**src/rtl/change_dispenser.sv**
```systemverilog
// change_dispenser
// Greedy coin dispenser. A load in IDLE captures the amount owed (cents) and
// the block then presents one coin at a time on a valid/ready handshake,
// largest eligible coin first, until nothing remains. It then pulses done.
// Amounts that are not a multiple of five are rejected with a one-cycle err.
//
// Build option:
//   DISPENSER_DOLLAR_COIN_EN - when defined, the dollar coin (type 11, 100c)
//                              is eligible in the greedy choice. When undefined,
//                              the quarter is the largest coin and type 11 is
//                              never emitted.
//
// All outputs are registered. They are derived from the next-state values so
// that they line up with the state they describe.

module change_dispenser (
   input  logic       clk,
   input  logic       rst_n,
   input  logic       load,
   input  logic [7:0] amount,
   output logic       coin_valid,
   output logic [1:0] coin_type,
   input  logic       coin_ready,
   output logic       busy,
   output logic       done,
   output logic       err,
   output logic [5:0] coin_count
);

   typedef enum logic [1:0] {
      ST_IDLE     = 2'b00,
      ST_DISPENSE = 2'b01,
      ST_DONE     = 2'b10
   } state_t;

   localparam logic [1:0] COIN_NICKEL  = 2'b00;
   localparam logic [1:0] COIN_DIME    = 2'b01;
   localparam logic [1:0] COIN_QUARTER = 2'b10;
   localparam logic [1:0] COIN_DOLLAR  = 2'b11;

   // Face value in cents of a coin type.
   function automatic logic [7:0] coin_value(input logic [1:0] ctype);
      logic [7:0] val;
      case (ctype)
         COIN_NICKEL:  val = 8'd5;
         COIN_DIME:    val = 8'd10;
         COIN_QUARTER: val = 8'd25;
         COIN_DOLLAR:  val = 8'd100;
         default:      val = 8'd5;
      endcase
      return val;
   endfunction

   // Largest eligible coin whose value does not exceed rem. Because rem is
   // always a nonzero multiple of five while dispensing, the chosen coin never
   // exceeds rem, so the subtraction cannot underflow.
   function automatic logic [1:0] greedy_coin(input logic [7:0] rem);
      logic [1:0] ctype;
`ifdef DISPENSER_DOLLAR_COIN_EN
      if (rem >= 8'd100) begin
         ctype = COIN_DOLLAR;
      end else if (rem >= 8'd25) begin
         ctype = COIN_QUARTER;
      end else if (rem >= 8'd10) begin
         ctype = COIN_DIME;
      end else begin
         ctype = COIN_NICKEL;
      end
`else
      if (rem >= 8'd25) begin
         ctype = COIN_QUARTER;
      end else if (rem >= 8'd10) begin
         ctype = COIN_DIME;
      end else begin
         ctype = COIN_NICKEL;
      end
`endif
      return ctype;
   endfunction

   // True when the amount can be paid exactly in nickels and larger coins.
   function automatic logic amount_is_payable(input logic [7:0] amt);
      logic [7:0] rem5;
      rem5 = amt % 8'd5;
      return (rem5 == 8'd0);
   endfunction

   state_t     state_q,      state_d;
   logic [7:0] remaining_q,  remaining_d;
   logic [5:0] coin_count_q, coin_count_d;
   logic       coin_valid_q, coin_valid_d;
   logic [1:0] coin_type_q,  coin_type_d;
   logic       busy_q,       busy_d;
   logic       done_q,       done_d;
   logic       err_q,        err_d;

   logic       accept_s;
   logic [7:0] coin_val_s;

   assign accept_s   = coin_valid_q & coin_ready;
   assign coin_val_s = coin_value(coin_type_q);

   // Next-state, remaining-amount and coin-count logic.
   always_comb begin
      state_d      = state_q;
      remaining_d  = remaining_q;
      coin_count_d = coin_count_q;
      err_d        = 1'b0;

      case (state_q)
         ST_IDLE: begin
            if (load) begin
               if (!amount_is_payable(amount)) begin
                  // Rejected load: stay idle, leave the last count visible.
                  err_d = 1'b1;
               end else if (amount == 8'd0) begin
                  // Nothing owed: finish straight away with zero coins.
                  remaining_d  = 8'd0;
                  coin_count_d = 6'd0;
                  state_d      = ST_DONE;
               end else begin
                  remaining_d  = amount;
                  coin_count_d = 6'd0;
                  state_d      = ST_DISPENSE;
               end
            end else begin
               state_d = ST_IDLE;
            end
         end

         ST_DISPENSE: begin
            // load is deliberately not looked at here.
            if (accept_s) begin
               remaining_d  = remaining_q - coin_val_s;
               coin_count_d = coin_count_q + 6'd1;
               if (remaining_d == 8'd0) begin
                  state_d = ST_DONE;
               end else begin
                  state_d = ST_DISPENSE;
               end
            end else begin
               state_d = ST_DISPENSE;
            end
         end

         ST_DONE: begin
            state_d = ST_IDLE;
         end

         default: begin
            state_d     = ST_IDLE;
            remaining_d = 8'd0;
         end
      endcase
   end

   // Output values for the coming cycle, derived from the next state so that
   // the registered outputs describe the state they are presented with.
   always_comb begin
      coin_valid_d = 1'b0;
      coin_type_d  = COIN_NICKEL;
      busy_d       = 1'b0;
      done_d       = 1'b0;

      case (state_d)
         ST_IDLE: begin
            coin_valid_d = 1'b0;
            busy_d       = 1'b0;
         end
         ST_DISPENSE: begin
            // While stalled remaining_d is unchanged, so coin_type holds.
            coin_valid_d = 1'b1;
            coin_type_d  = greedy_coin(remaining_d);
            busy_d       = 1'b1;
         end
         ST_DONE: begin
            busy_d = 1'b1;
            done_d = 1'b1;
         end
         default: begin
            coin_valid_d = 1'b0;
            busy_d       = 1'b0;
         end
      endcase
   end

   // State and output registers with synchronous active-low reset.
   always_ff @(posedge clk) begin
      if (!rst_n) begin
         state_q      <= ST_IDLE;
         remaining_q  <= 8'd0;
         coin_count_q <= 6'd0;
         coin_valid_q <= 1'b0;
         coin_type_q  <= COIN_NICKEL;
         busy_q       <= 1'b0;
         done_q       <= 1'b0;
         err_q        <= 1'b0;
      end else begin
         state_q      <= state_d;
         remaining_q  <= remaining_d;
         coin_count_q <= coin_count_d;
         coin_valid_q <= coin_valid_d;
         coin_type_q  <= coin_type_d;
         busy_q       <= busy_d;
         done_q       <= done_d;
         err_q        <= err_d;
      end
   end

   assign coin_valid = coin_valid_q;
   assign coin_type  = coin_type_q;
   assign busy       = busy_q;
   assign done       = done_q;
   assign err        = err_q;
   assign coin_count = coin_count_q;

endmodule

```
**config.mk**
```make
export PLATFORM = sky130hd
export DESIGN_NAME = change_dispenser
export DESIGN_NICKNAME = d
export VERILOG_FILES = /design/src/rtl/change_dispenser.sv
export SDC_FILE = /design/constraint.sdc
export NUM_CORES = 1
export LEC_CHECK = 0
export ABC_AREA = 0
export BUFFER_PORTS_ARGS = -buffer_cell sky130_fd_sc_hd__buf_2
export CAP_MARGIN = 20
export CORE_MARGIN = 5
export CORE_UTILIZATION = 25
export DETAILED_ROUTE_END_ITERATION = 10
export PLACE_DENSITY_LB_ADDON = 0.12
export SYNTH_ARGS = -nofsm -noshare
export SYNTH_HDL_FRONTEND = slang
export SYNTH_SLANG_ARGS = --single-unit
```
**constraint.sdc**
```tcl
create_clock -name clk -period 3.7 [get_ports clk]
set_input_delay 0.185 -clock clk [delete_from_list [all_inputs] [get_ports clk]]
set_output_delay 0.185 -clock clk [all_outputs]
set_load 0.05 [all_outputs]
```
==> results_dict.tcl <==
set metrics [dict create \
    final.setup_skew_ps 2.19 \
    cp-start-kind "input pin" \
    die_x_um 104 \
    p_sw_w 0.000282 \
    grt_pass1_vias 2086 \
    cts_resized 0 \
    viasPerCell 4.88 \
    wl_per_cell_um 14.1 \
    grt_max_degree 15 \
    clock_latency_ps 260 \
    drt.antenna.violating_nets 0 \
    worstPathArrival_ps 3650 \
    cp_max_fo 4 \
    cts_setup_buffers 0 \
    first_pass_iters 4 \
    path_clk_slew_ps 80 \
    netlist_area_um2 2190 \
    synth_nets 296 \
    fp.dieH_um 104 \
    hold_slack_ps 252 \
    combPwrFrac 0.411 \
    port_buffers 23 \
    ys_types 70 \
    grt-ovfl-total 0 \
    synth.largest_area_cell "dfxtp_1" \
    synth_mux_area_frac 0.0103 \
    cts.sinks 22 \
    grtUsageTotal 0.110 \
    hold_buffers 0 \
    setup_viol 0 \
    vias 2093 \
    crit_required_ps 3850 \
    diodes 0 \
    ios 24 \
    synth_edf_count 0 \
    gp_congestion 0.827 \
    drt-initial-drc-count 90 \
    seqPwrFrac 0.319 \
    final-hold-violation-count 0 \
    postSynthCellCount 268 \
    power.density_nw_per_um2 294 \
    ys.flop_type "dfxtp_1" \
    synth-xor-area-share 0.0587 \
    irDropWorstVdd_mv 0.238 \
    numCtsBuffers 3 \
    ys_async_sr_fraction 0 \
    fp-row-count 34 \
    synth-seq-cells 22 \
    htree_num_levels 1 \
    pre_cts_ws_ps -134 \
    cts_root_buf "clkbuf_8" \
    yosysSeqAreaShare 0.201 \
    critPathKind "in2reg" \
    synth_adder_area_share 0.0946 \
    slew_headroom 0.492 \
    wl_um 6070 \
    start_util 0.254 \
    timing.fmax_ghz 0.286 \
    maxCapViolations 0 \
    synth_top_family_by_area "simple AND/OR/NAND/NOR gates" \
    hp-class "in2reg" \
    fin_ws_ps 207 \
    drive_gt1_frac 0.308 \
    grt_pass1_wl_um 10200 \
    core_region_area_um2 8640 \
    layout_commonest_cell "buf_4" \
    ys_warn_count 0 \
    pwr-share-clk 0.270 \
    slew_violations 0 \
    timing.final.crit_share 0.944 \
    synthTopCellsByArea "dfxtp_1, ha_1, nor2_1" \
    final_cell_mix "buf_4, nor2_1, buf_2" \
    cts_tree "yes" \
    synthSimpleGateAreaFrac 0.299 \
    die-area_um2 10800 \
    antenna_found_initial 0 \
    layout.nets 350 \
    p_int_w 0.000537 \
    crit_path_end_kind "flip-flop" \
    swShare 0.344 \
    synth_compound_gate_area_share 0.267 \
    power_leakage_nw 1.14 \
    postSynthAreaPerCell_um2 8.19 \
    clockBufferDepth 2 \
    drcViolationCount 0 \
    tightestPinTransition_ps 752 \
    dpl.hpwl_um 4860 \
    syn_to_final_growth_pct 27.2 \
    synth_top_cell_area_share 0.201 \
    outcome "complete, no violations" \
    finalCriticalPeriod_ps 3490 \
    post-route-util 0.323 \
]
## final cells by class
type	count	area (um^2)
clock buffer	3	41.3
clock inverter	1	30.0
fill	912	5840
inverter	19	71.3
multi-input combinational	216	1670
sequential	22	442
tap	108	135
timing repair buffer	60	405
## path summary, 6_finish.rpt
kind	cells after the start	startpoint	end	slack [ps]
max	14	amount[3]	coin_type[0]	210
min reg2reg	2	coin_count[1]	coin_count[1]	500
min	2	rst_n	remaining_q[4]	250
max reg2reg	15	coin_type[1]	coin_valid	290
## Yosys cell counts (5+ instances only)
library cell,number
nor2_1,24
dfxtp_1,22
inv_1,19
nand2_1,19
a21oi_1,15
ha_1,15
and2_1,10
xnor2_1,10
nand3_1,9
nor2b_1,9
nor3_1,9
o21ai_0,8
a21o_1,5
buf_6,5
## metrics by stage
step	area [um^2]	total power [W]	TNS [ps]	std cells
floorplan	2190	0.000483	0	268
global placement	2650	0.000591	-576	425
detailed placement	2650	0.000588	-332	425
CTS	2720	0.000814	0	429
global route	2790	0.000876	-3.03	429
finish	2790	0.000819	0	429
## sequential cells by signal, summed over array words and instances (netlist names)
| register | flops |
|---|---|
| err | 1 |
| done | 1 |
| busy | 1 |
| coin_type | 2 |
| remaining_q | 8 |
| coin_valid | 1 |
| coin_count | 6 |
| state_q | 2 |
## power by group through the flow
stage / sequential, W / combinational, W / clock [W]
after floorplan: 0.000277 / 0.000206 / 0
after global placement: 0.000267 / 0.000324 / 0
after detailed placement: 0.000266 / 0.000322 / 0
after CTS: 0.000261 / 0.000324 / 0.000229
after global routing: 0.000263 / 0.000370 / 0.000243
final: 0.000261 / 0.000337 / 0.000221
## metal layers
metal / GRT usage / vias to the layer above / routed length (um)
li1: - / 1088 / -
met1: 0.157 / 972 / 3110
met2: 0.181 / 29 / 2790
met3: 0.0193 / 4 / 144
met4: 0.0111 / 0 / 23
met5: 0 / - / 0
## worst max-delay path: stages
cell and delay (ps):
buf_2 120, or3b_2 450, a21o_1 170, a32oi_2 220
or2_1 160, inv_1 50, ha_1 200, or3_1 420
a211oi_2 320, o311ai_0 280, nor4_2 360, a311oi_2 110
a21o_1 230, a2111oi_2 350
## cells by family (layout without fill, tap and decap cells)
| kind of cell | Yosys count | after routing |
|---|---|---|
| multiplexers | 2 | 2 |
| adder cells (fa/ha/maj) | 16 | 16 |
| XOR/XNOR | 13 | 13 |
| flip-flops | 22 | 22 |
| buffers and inverters | 30 | 83 |
| AND/OR/NAND/NOR | 113 | 113 |
| AO/OA/AOI/OAI | 72 | 72 |
Note: power is estimated with default switching activity, not from simulation.
